**src/rtl/instr_encoder_pkg.sv**
```systemverilog
// instr_encoder_pkg: class codes, RV32I opcodes, error codes and the micro-op record shared by the encoder.
package instr_encoder_pkg;
  typedef enum logic [2:0] {
    CLS_R   = 3'd0,
    CLS_I   = 3'd1,
    CLS_LW  = 3'd2,
    CLS_SW  = 3'd3,
    CLS_BEQ = 3'd4
  } cls_e;
  typedef enum logic [1:0] {
    ERR_NONE  = 2'd0,
    ERR_CLASS = 2'd1,
    ERR_IMM   = 2'd2,
    ERR_ODD   = 2'd3
  } err_e;
  localparam logic [6:0] OP_R      = 7'b0110011;
  localparam logic [6:0] OP_IMM    = 7'b0010011;
  localparam logic [6:0] OP_LOAD   = 7'b0000011;
  localparam logic [6:0] OP_STORE  = 7'b0100011;
  localparam logic [6:0] OP_BRANCH = 7'b1100011;
  typedef struct packed {
    logic [2:0]  cls;
    logic [2:0]  funct3;
    logic [6:0]  funct7;
    logic [4:0]  rd;
    logic [4:0]  rs1;
    logic [4:0]  rs2;
    logic [12:0] imm;
  } uop_t;
endpackage

```
**src/rtl/instr_encoder_pack.sv**
```systemverilog
// instr_pack: maps one micro-op to its RV32I word and classifies it as legal or erroneous.
module instr_pack
  import instr_encoder_pkg::*;
(
  input  uop_t        uop_i,
  output logic [31:0] word_o,
  output err_e        err_o
);
  logic [12:0] m;
  always_comb begin
    m = uop_i.imm;
    case (uop_i.cls)
      CLS_R:   word_o = {uop_i.funct7, uop_i.rs2, uop_i.rs1, uop_i.funct3, uop_i.rd, OP_R};
      CLS_I:   word_o = {m[11:0], uop_i.rs1, uop_i.funct3, uop_i.rd, OP_IMM};
      CLS_LW:  word_o = {m[11:0], uop_i.rs1, 3'b010, uop_i.rd, OP_LOAD};
      CLS_SW:  word_o = {m[11:5], uop_i.rs2, uop_i.rs1, 3'b010, m[4:0], OP_STORE};
      CLS_BEQ: word_o = {m[12], m[10:5], uop_i.rs2, uop_i.rs1, 3'b000, m[4:1], m[11], OP_BRANCH};
      default: word_o = '0;
    endcase
    // a 13-bit immediate fits in 12 bits only when its top two bits agree
    err_o = uop_i.cls > 3'd4 ? ERR_CLASS :
            ((uop_i.cls == CLS_I || uop_i.cls == CLS_LW || uop_i.cls == CLS_SW) && m[12] != m[11]) ? ERR_IMM :
            (uop_i.cls == CLS_BEQ && m[0]) ? ERR_ODD : ERR_NONE;
  end
endmodule

```
**src/rtl/instr_encoder.sv**
```systemverilog
// instr_encoder: two-stage check/emit pipeline writing encoded RV32I words to sequential memory addresses.
module instr_encoder
  import instr_encoder_pkg::*;
#(
  parameter int          ADDR_W    = 10,
  parameter logic [31:0] BASE_ADDR = 32'h0
) (
  input  logic        clk_i,
  input  logic        rst_i,
  input  logic        start_i,
  input  logic        valid_i,
  output logic        ready_o,
  input  logic [2:0]  class_i,
  input  logic [2:0]  funct3_i,
  input  logic [6:0]  funct7_i,
  input  logic [4:0]  rd_i,
  input  logic [4:0]  rs1_i,
  input  logic [4:0]  rs2_i,
  input  logic [12:0] imm_i,
  output logic        mem_we_o,
  output logic [31:0] mem_addr_o,
  output logic [31:0] mem_data_o,
  input  logic        mem_ready_i,
  output logic [15:0] count_o,
  output logic        err_o,
  output logic [1:0]  err_code_o
);
  logic              s1_valid_q, s1_valid_d, s2_valid_q, s2_valid_d;
  uop_t              s1_uop_q, s1_uop_d;
  logic [31:0]       s2_data_q, s2_data_d, s1_word;
  logic [ADDR_W-1:0] ptr_q, ptr_d;
  logic [15:0]       count_q, count_d;
  logic              err_q, err_d;
  err_e              err_code_q, err_code_d, s1_err;
  logic              commit, s1_adv, accept, drop, load;
  instr_pack u_pack (
    .uop_i  (s1_uop_q),
    .word_o (s1_word),
    .err_o  (s1_err)
  );
  always_comb begin
    commit     = s2_valid_q && mem_ready_i && !start_i;
    s1_adv     = s1_valid_q && (!s2_valid_q || commit);
    ready_o    = !start_i && (!s1_valid_q || s1_adv);
    accept     = valid_i && ready_o;
    drop       = !start_i && s1_adv && s1_err != ERR_NONE;
    load       = !start_i && s1_adv && s1_err == ERR_NONE;
    s1_valid_d = start_i ? 1'b0 : accept ? 1'b1 : s1_adv ? 1'b0 : s1_valid_q;
    s1_uop_d   = accept ? {class_i, funct3_i, funct7_i, rd_i, rs1_i, rs2_i, imm_i} : s1_uop_q;
    s2_valid_d = start_i ? 1'b0 : load ? 1'b1 : commit ? 1'b0 : s2_valid_q;
    s2_data_d  = load ? s1_word : s2_data_q;
    ptr_d      = start_i ? '0 : commit ? ptr_q + ADDR_W'(1) : ptr_q;
    count_d    = start_i ? '0 : (commit && count_q != 16'hFFFF) ? count_q + 16'd1 : count_q;
    err_d      = start_i ? 1'b0 : err_q || drop;
    // only the first error since reset/start is recorded
    err_code_d = start_i ? ERR_NONE : (drop && !err_q) ? s1_err : err_code_q;
  end
  always_ff @(posedge clk_i or negedge rst_i) begin
    if (!rst_i) begin
      s1_valid_q <= 1'b0;
      s1_uop_q   <= '0;
      s2_valid_q <= 1'b0;
      s2_data_q  <= '0;
      ptr_q      <= '0;
      count_q    <= '0;
      err_q      <= 1'b0;
      err_code_q <= ERR_NONE;
    end else begin
      s1_valid_q <= s1_valid_d;
      s1_uop_q   <= s1_uop_d;
      s2_valid_q <= s2_valid_d;
      s2_data_q  <= s2_data_d;
      ptr_q      <= ptr_d;
      count_q    <= count_d;
      err_q      <= err_d;
      err_code_q <= err_code_d;
    end
  end
  assign mem_we_o   = s2_valid_q;
  assign mem_data_o = s2_data_q;
  assign mem_addr_o = BASE_ADDR + 32'({ptr_q, 2'b00});
  assign count_o    = count_q;
  assign err_o      = err_q;
  assign err_code_o = err_code_q;
endmodule

```
**config.mk**
```make
export PLATFORM = sky130hd
export DESIGN_NAME = instr_encoder
export DESIGN_NICKNAME = d
export VERILOG_FILES = /design/src/rtl/instr_encoder_pkg.sv /design/src/rtl/instr_encoder_pack.sv /design/src/rtl/instr_encoder.sv
export SDC_FILE = /design/constraint.sdc
export NUM_CORES = 1
export LEC_CHECK = 0
export ABC_CLOCK_PERIOD_IN_PS = 2500
export CAP_MARGIN = 30
export CORE_ASPECT_RATIO = 0.9
export CORE_UTILIZATION = 40
export DETAILED_ROUTE_END_ITERATION = 8
export PLACE_DENSITY = 0.69
export SYNTH_ARGS = -nofsm -noshare
export SYNTH_HDL_FRONTEND = slang
export SYNTH_SLANG_ARGS = --single-unit
export TNS_END_PERCENT = 1
```
**constraint.sdc**
```tcl
create_clock -name clk_i -period 2.5 [get_ports clk_i]
set_clock_uncertainty 0.2 [all_clocks]
set_input_delay 0.5 -clock clk_i [delete_from_list [all_inputs] [get_ports clk_i]]
set_output_delay 0.5 -clock clk_i [all_outputs]
set_load 0.02 [all_outputs]
```
# After elaboration in Yosys (flattened, before gate mapping)
# Index checks and enable logic that the tools add are counted.
[word_totals] regBits=104 latchBits=0 ram_bits=0 romBits=0 in_bits=46 output_inout_bits=85 elab_cells=69 n_memories=0
[classes] add_sub_neg=2 n_mul=0 div=0 magnitude_cmp=1 eq_ne=6 shifts=0 mux=17 bitwise=0 reduce_logical=29
[op_table] cell="one-hot mux 32 bit (5 select lines)" count=1
[op_table] cell="2-to-1 mux 16 bit" count=2
[op_table] cell="2-to-1 mux 10 bit" count=2
[op_table] cell="adder 16 x 1 -> 16 bit (second input constant)" count=1
[op_table] cell="inequality test 16 bit (second input constant)" count=1
[op_table] cell="logical AND 1 bit" count=12
[op_table] cell="adder 10 x 1 -> 10 bit (second input constant)" count=1
[op_table] cell="2-to-1 mux 2 bit" count=5
[op_table] cell="nonzero test 2 bit" count=4
[op_table] cell="2-to-1 mux 1 bit" count=7
[op_table] cell="== test 3 x 2 -> 1 bit (second input constant)" count=2
[op_table] cell="nonzero test 3 bit" count=2
[op_table] cell="logical OR 1 bit" count=5
[op_table] cell="zero test 1 bit" count=4
[op_table] cell="== test 3 x 1 -> 1 bit (second input constant)" count=1
[op_table] cell="== test 3 bit (second input constant)" count=1
[op_table] cell="greater-than comparator 3 bit (second input constant)" count=1
[op_table] cell="zero test 3 bit" count=1
[op_table] cell="zero test 2 bit" count=1
[op_table] cell="inequality test 1 bit" count=1

# Logic depth before layout (Yosys ltp)
# Gate-level depths: netlist (run 1).
[logic_depth] ltp_word=11 mapped_depth=7 depth_no_buf=6

# Modules after synthesis
# A second synthesis (run 1) with hierarchy kept.
[unflattened] cells_unflattened=456 hier_area_um2=5327.6
[modules_own_cells] module="instr_encoder" n_inst=1 cells_per_inst=352 area_each_um2=4534.3 seq_area_each_um2=2602.5
[modules_own_cells] module="instr_pack" n_inst=1 cells_per_inst=104 area_each_um2=793.3 seq_area_each_um2=0.0

# Least setup slack after synthesis (run 1)
# No wires, ideal clock.
[synth_timing] kind="reg2reg" from="register s2_valid_q, in the netlist mem_we_o" to="register s1_uop_q[35] in the netlist's numbering" setup_time_ns=0.127 arrival_ns=1.813 required_time_ns=2.173 path_slack_ns=0.360 path_stages_with_launch=6 n_path_buf=1 period_less_slack_ns=2.140 path_cell_list="dfrtp_1 > nor2b_1 > a21oi_1 > nand2_1 > buf_6 > mux2_1"
[synth_between] elab_chain_cells=7 word_cells_on_any_way=8 cone_classes="reduce/logical (8)"
[synth_rtl] element="start, declared" line="instr_encoder.sv:28" text="logic s1_valid_q, s1_valid_d, s2_valid_q, s2_valid_d;"
[synth_rtl] element="start signal, assigned" line="instr_encoder.sv:71" text="s2_valid_q <= s2_valid_d;"
[synth_rtl] element="logical AND 1 bit (2 in series)" line="instr_encoder.sv:42" text="commit = s2_valid_q && mem_ready_i && !start_i;"
[synth_rtl] element="logical OR 1 bit (*)" line="instr_encoder.sv:43" text="s1_adv = s1_valid_q && (!s2_valid_q || commit);"
[synth_rtl] element="logical AND 1 bit (*)" line="instr_encoder.sv:43"
[synth_rtl] element="logical OR 1 bit (*)" line="instr_encoder.sv:44" text="ready_o = !start_i && (!s1_valid_q || s1_adv);"
[synth_rtl] element="logical AND 1 bit (*)" line="instr_encoder.sv:44"
[synth_rtl] element="named net ready_o" line="instr_encoder.sv:12" text="output logic ready_o,"
[synth_rtl] element="logical AND 1 bit (*)" line="instr_encoder.sv:45" text="accept = valid_i && ready_o;"
[synth_rtl] element="end signal, assigned" line="instr_encoder.sv:70" text="s1_uop_q <= s1_uop_d;"
[synth_rtl] element="end, declared" line="instr_encoder.sv:29" text="uop_t s1_uop_q, s1_uop_d;"
# Mark *: on every way through the listed nets, which the timed path passes. The rest lies on a longest branch.
# A chain may end at the register's enable or synchronous reset.

# Worst setup path after layout (run 1)
[layout_timing] from="input mem_ready_i" to="output ready_o"
[layout_between] elab_chain_cells=6
[layout_rtl] element="start, declared" line="instr_encoder.sv:23" text="input logic mem_ready_i,"
[layout_rtl] element="logical AND 1 bit (2 in series)" line="instr_encoder.sv:42"
[layout_rtl] element="logical OR 1 bit" line="instr_encoder.sv:43"
[layout_rtl] element="logical AND 1 bit" line="instr_encoder.sv:43"
[layout_rtl] element="logical OR 1 bit" line="instr_encoder.sv:44"
[layout_rtl] element="logical AND 1 bit" line="instr_encoder.sv:44"
[layout_rtl] element="end, declared" line="instr_encoder.sv:12"
# No other way between the ends.

==> impl_metrics.csv, run 1 <==
group,metric,value,unit
final_layout,drive_gt1_frac,0.1774,
clocking,cts_tree,"built",
synthesis,yosysSeqAreaShare,0.5340,
grt,grt-ovfl-total,0,
run_status,status,"finished clean",
floorplan,rows,37,
drt,drt_wl_total,10080,um
sta,max_freq,437.7,MHz
final_layout,nNetsFinal,573,
placement,placed_area,5948,um^2
synthesis,avgSynthCellArea,11.54,um^2
clocking,insertion_delay,0.34,ns
setup_path,critPathCaptureType,"output pin",
floorplan,ioPinCount,131,
grt,grt_usage,0.1774,
floorplan,dieWidth,116.7,um
sta,setup_viol,0,
synthesis,synth_cell_types,54,
synthesis,syn_area,4733,um^2
clocking,numCtsBuffers,9,
sta,rsz0062_at_grt,"no",
clocking,post_cts_buffers,0,
placement,portBuffers,106,
final_layout,diodes,0,
sta,holdWs,0.2852,ns
synthesis,synth-edff-count,0,
clocking,clock_path_buffers,2,
setup_path,crit_type,"input pin to output pin",
grt,grt_pass1_vias,3342,
sta,slew_headroom,0.6080,
worst_hold_path,hp-class,"flop to flop",
grt,grt_pass1_wl,16500,um
synthesis,synth_flop_cell,"dfrtp_1",
sta,final_hold_viol_count,0,
drt,drc,0,
drt,viasPerCell,4.854,
grt,grt_max_degree,39,
final_layout,final_common_cell,"clkdlybuf4s50_1",
setup_path,cp.arrival,1.58,ns
drt,drt_iter0_markers,140,
setup_path,cp_num_buf_inv,2,
sta,worst_pin_slew,0.5880,ns
clocking,cts_root_buf,"clkbuf_16",
synthesis,yosys_warnings,0,
synthesis,netlist_instances,410,
setup_path,critical_path.startpoint_type,"input pin",
placement,routabilityCongestion,0.7961,
setup_path,cpMaxStageDelayCell,"clkdlybuf4s50_1",
grt,antenna_found_initial,0,
setup_path,critical_path_required,1.80,ns
sta,slew_violations,0,
sta,period_share,0.9139,
setup_path,crit_chain,"clkdlybuf4s50_1 -> nor2b_1 -> a21oi_1 -> dlygate4sd2_1",
final_layout,fin_area,6243,um^2
clocking,h-tree-depth,3,
clocking,cts.clk_slew.worst_paths,0.07,ns
placement,dp_slack,-0.06087,ns
job,drv_cap,0,
final_layout,fillers,1041,
setup_path,crit_family,"buffers and inverters",
power_and_ir_drop,powerDensity,771.9,nW/um^2
floorplan,initial_utilization,0.4123,
sta,fin_crit,2.285,ns
sta,setup_slack,0.2154,ns
power_and_ir_drop,peakVddDrop,0.4586,mV
floorplan,die_y,105.2,um
final_layout,mostFrequentLayoutCells,"clkdlybuf4s50_1 (104), dfrtp_1 (101), mux2_2 (45)",
synthesis,ys_ff_latch,101,
setup_path,max_stage_delay,0.48,ns
floorplan,die-area,12270,um^2
drt,dr.pass1.iters,4,
drt,ant_nets,0,
clocking,clkSinkCount,101,
placement,hpwl,7290,um
final_layout,areaGrowthSynthToFinish,31.91,%
setup_path,cp_max_fo,2,
power_and_ir_drop,static-leakage-power,2.606,nW
synthesis,synth-async-reset-ratio,1.000,
floorplan,coreArea,11480,um^2
drt,wl_per_cell,14.69,um
drt,vias,3330,
-- final cells by class --
cell class | count | area [um^2] | area share
inverters | 3 | 11.26 | 0.001804
clock buffers | 12 | 256.5 | 0.04108
clock inverters | 4 | 30.03 | 0.004810
multi-input cells | 283 | 1956 | 0.3132
well taps | 156 | 195.2 | 0.03126
repair buffers | 127 | 1267 | 0.2030
flip-flops and latches | 101 | 2527 | 0.4048
-- report_power, final --
part	switching (mW)	internal, mW
registers	0.200	1.94
logic	0.659	0.688
clock network	0.601	0.734
total	1.46	3.36
-- repair_timing --
item,CTS,global route
setup endpoints to repair,1,0
hold endpoints to repair,31,0
gates resized for setup,1,0
hold buffers,1,0
-- tightest hold or removal path: stages (launching register included) --
cell and delay (ns):
dfrtp_1 0.34, nand2_1 0.05, o21ai_0 0.06
-- worst paths after layout --
path / start / to / slack [ns] / cells after the start
max reg2reg: count_o[1]$_DFFE_PN0P_ / count_o[6]$_DFFE_PN0P_ / 0.37 / 6
max: mem_ready_i / ready_o / 0.22 / 4
min reg2reg: mem_data_o[10]$_DFFE_PN0P_ / mem_data_o[10]$_DFFE_PN0P_ / 0.29 / 2
max in group asynchronous: rst_i / s1_uop_q[16]$_DFFE_PN0P_ / 0.86 / 3
min in group asynchronous: rst_i / mem_data_o[26]$_DFFE_PN0P_ / 0.44 / 2
min: mem_data_o[10]$_DFFE_PN0P_ / mem_data_o[10]$_DFFE_PN0P_ / 0.29 / 2
-- cells by family (layout without fill, tap and decap cells) --
group | count (synthesis) | in the layout | share of synthesized area
XOR/XNOR | 21 | 21 | 0.03886
buffers and inverters | 49 | 146 | 0.07163
flip-flops | 101 | 101 | 0.5340
AND/OR/NAND/NOR | 130 | 130 | 0.1525
multiplexers | 53 | 53 | 0.1245
AO/OA/AOI/OAI | 53 | 53 | 0.07243
adder cells (fa/ha/maj) | 2 | 2 | 0.005286
other | 1 | 24 | 0.0007923
-- through the flow --
step | std cells | utilization | total power, mW | setup TNS [ns]
after floorplan | 433 | - | 2.879 | 0
after global placement | 669 | 0.5181 | 3.492 | -0.05342
after detailed placement | 669 | 0.5181 | 3.522 | -0.06087
after CTS | 686 | 0.5438 | 4.889 | 0
after global routing | 686 | 0.5438 | 5.078 | 0
final | 686 | 0.5438 | 4.819 | 0
-- state kept, by name, indices dropped and copies added, names as in the netlist --
| signal | flops |
|---|---|
| count_o | 16 |
| err_code_o | 2 |
| err_o | 1 |
| mem_data_o | 29 |
| mem_we_o | 1 |
| ptr_q | 10 |
| s1_uop_q | 41 |
| s1_valid_q | 1 |
-- synth_stat cells, types with 3 or more instances --
| cell type | count | share of area |
|---|---|---|
| a22oi_1 | 4 | 0.0063 |
| o21ai_0 | 17 | 0.018 |
| nand4_1 | 7 | 0.0093 |
| nor2_1 | 34 | 0.027 |
| mux2_2 | 45 | 0.11 |
| nand2b_1 | 4 | 0.0053 |
| xnor2_1 | 11 | 0.020 |
| xor2_1 | 10 | 0.019 |
| dfrtp_1 | 101 | 0.53 |
| buf_4 | 27 | 0.043 |
| buf_2 | 7 | 0.0074 |
| a31oi_1 | 3 | 0.0040 |
| buf_6 | 6 | 0.014 |
| nand3b_1 | 3 | 0.0048 |
| a221o_1 | 5 | 0.011 |
| nand3_1 | 8 | 0.0085 |
| clkbuf_1 | 6 | 0.0048 |
| nand2_1 | 43 | 0.034 |
| a21oi_1 | 12 | 0.013 |
| inv_1 | 3 | 0.0024 |
| mux2i_1 | 6 | 0.013 |
| nor3_1 | 6 | 0.0063 |
-- per-layer routing --
| layer | global-route usage | vias to the layer above | part of all wire |
|---|---|---|---|
| li1 | - | 1603 | - |
| met1 | 0.2263 | 1615 | 0.44 |
| met2 | 0.2768 | 104 | 0.48 |
| met3 | 0.07135 | 8 | 0.072 |
| met4 | 0.04882 | 0 | 0.011 |
| met5 | 0 | - | 0 |
(Power assumes the default switching activity.)
==> run 2, diff against run 1 <==
Settings changed: ABC_CLOCK_PERIOD_IN_PS 2500 to 2430, HOLD_SLACK_MARGIN set to 0.12.
Clock period 2.5 ns to 2.43 ns, I/O delays scaled along.
==> run 2 against run 1 <==
Flip-flop and latch count unchanged. Total power increased by 6.7%. Critical path depth is the same. Cell count rose by 0.15%. Sequential power grew 2%. First-iteration DRC count increased by 41%. Via count grew 0.45%. Sequential share of layout area is 0.46 points lower. Die area stayed put. Clock power is 17% higher. Register-to-register slack got worse by 0.10 ns. Worst hold slack got worse by 0.010 ns. Largest power group unchanged.
==> impl_metrics.csv, run 2 (synthesis gave the netlist of run 1 again) <==
group,metric,value,unit
run_status,status,"finished clean",
clocking,clock_path_buffers,2,
grt,grt-ovfl-total,0,
clocking,insertion_delay,0.34,ns
sta,slew_violations,0,
setup_path,crit_chain,"clkdlybuf4s50_1 -> nor2b_1 -> a21oi_1 -> dlygate4sd2_1",
sta,fin_crit,2.266,ns
drt,vias,3345,
final_layout,nNetsFinal,574,
clocking,clkSinkCount,101,
clocking,cts_root_buf,"clkbuf_16",
setup_path,ff2ff_path_depth,6,
sta,final_hold_viol_count,0,
sta,max_freq,441.4,MHz
final_layout,largest_register_ffs,41,
floorplan,die-area,12270,um^2
setup_path,r2r-start,"count_o[1]$_DFFE_PN0P_",
clocking,cts_tree,"built",
placement,portBuffers,106,
final_layout,top_register,"s1_uop_q",
final_layout,register_area,2527,um^2
power_and_ir_drop,p_total,5.142,mW
final_layout,fin_util,0.5500,
setup_path,crit_type,"input pin to output pin",
grt,grt_usage,0.1787,
setup_path,cp_max_fo,2,
floorplan,coreArea,11480,um^2
sta,rsz0062_at_grt,"no",
final_layout,multi_input_area,1956,um^2
placement,dp_slack,-0.1121,ns
clocking,cts.clk_slew.worst_paths,0.07,ns
grt,grt_pass1_vias,3295,
sta,setup_tns,0,ns
drt,dr.pass1.iters,4,
setup_path,max_stage_delay,0.48,ns
setup_path,critical_path_required,1.74,ns
placement,hpwl,7322,um
floorplan,initial_utilization,0.4123,
drt,ant_nets,0,
floorplan,dieWidth,116.7,um
final_layout,fillers,1017,
power_and_ir_drop,peakVddDrop,0.4759,mV
worst_hold_path,hp-class,"flop to flop",
clocking,h-tree-depth,3,
grt,grt_max_degree,40,
setup_path,cpMaxStageDelayCell,"clkdlybuf4s50_1",
sta,worst_pin_slew,0.6013,ns
setup_path,critPathCaptureType,"output pin",
final_layout,drive_gt1_frac,0.1789,
drt,drc,0,
setup_path,r2r-end,"count_o[6]$_DFFE_PN0P_",
worst_hold_path,hold_path_depth,2,
grt,antenna_found_initial,0,
sta,setup_slack,0.1644,ns
final_layout,mostFrequentLayoutCells,"clkdlybuf4s50_1 (104), dfrtp_1 (101), mux2_2 (45)",
setup_path,crit_start,"mem_ready_i",
power_and_ir_drop,powerDensity,814.3,nW/um^2
clocking,post_cts_buffers,0,
sta,slew_headroom,0.5991,
final_layout,final_common_cell,"clkdlybuf4s50_1",
floorplan,ioPinCount,131,
drt,wl_per_cell,14.81,um
setup_path,cp_num_buf_inv,2,
setup_path,crit_family,"buffers and inverters",
power_and_ir_drop,static-leakage-power,2.642,nW
drt,viasPerCell,4.869,
final_layout,areaGrowthSynthToFinish,33.41,%
floorplan,rows,37,
clocking,numCtsBuffers,9,
setup_path,cp.depth,4,
floorplan,die_y,105.2,um
drt,drt_wl_total,10170,um
setup_path,endpoint,"ready_o",
setup_path,rrSetupSlack,0.27,ns
sta,period_share,0.9323,
job,drv_cap,0,
sta,setup_viol,0,
final_layout,diodes,0,
drt,drt_iter0_markers,197,
setup_path,critical_path.startpoint_type,"input pin",
placement,routabilityCongestion,0.8009,
setup_path,cp.arrival,1.58,ns
grt,grt_pass1_wl,16670,um
## run 2: worst min path at each step
stage	start	to	slack, ns
CTS	mem_data_o[12]$_DFFE_PN0P_	mem_data_o[12]$_DFFE_PN0P_	0.28
global route	mem_data_o[14]$_DFFE_PN0P_	mem_data_o[14]$_DFFE_PN0P_	0.31
global placement	mem_data_o[12]$_DFFE_PN0P_	mem_data_o[12]$_DFFE_PN0P_	0.26
detailed placement	mem_data_o[12]$_DFFE_PN0P_	mem_data_o[12]$_DFFE_PN0P_	0.27
floorplan	rst_i	count_o[0]$_DFFE_PN0P_	-0.01
finish	mem_data_o[12]$_DFFE_PN0P_	mem_data_o[12]$_DFFE_PN0P_	0.27
## run 2: what timing repair did
| action | in CTS | in global routing |
|---|---|---|
| hold buffers | 1 | 0 |
| gates resized for setup | 1 | 0 |
| endpoints found under the hold margin | 32 | 0 |
| endpoints found under the setup margin | 1 | 0 |
## run 2: report_power, final
group	internal [mW]	total, mW	leakage [nW]	switching, mW
logic	0.713	1.40	1.20	0.689
registers	1.99	2.19	1.28	0.191
clock network	0.935	1.55	0.160	0.620
## run 2: worst register-to-register path, stage by stage (launching register included)
cell and delay (ns):
dfrtp_1 0.42, ha_1 0.23, and4_1 0.20, and4bb_1 0.40, nor3b_4 0.32, a21oi_1 0.11, a31o_1 0.18
## run 2: per-stage QoR
step | area (um^2) | hold WS, ns | instances
3_3_place_gp | 5981 | 0.2636 | 670
6_report | 6315 | 0.2748 | 687
3_5_place_dp | 5981 | 0.2674 | 670
5_1_grt | 6315 | 0.3145 | 687
4_1_cts | 6315 | 0.2836 | 687
2_1_floorplan | 4820 | -0.009591 | 433
## run 2: per-layer routing
layer  up-vias  track usage  routed length (um)
met5         -            0                   0
met4         0      0.05606                 130
met3         9      0.06381                 724
met2       106       0.2760                4787
met1      1627       0.2329                4532
li1       1603            -                   -
## run 2: final cells by class
| class | instances | area share |
|---|---|---|
| clock buffer | 11 | 0.03844 |
| clock inverter | 5 | 0.01308 |
| inverter | 3 | 0.001783 |
| timing repair buffer | 128 | 0.2059 |
| tap | 156 | 0.03091 |
| sequential | 101 | 0.4002 |
| multi-input combinational | 283 | 0.3097 |
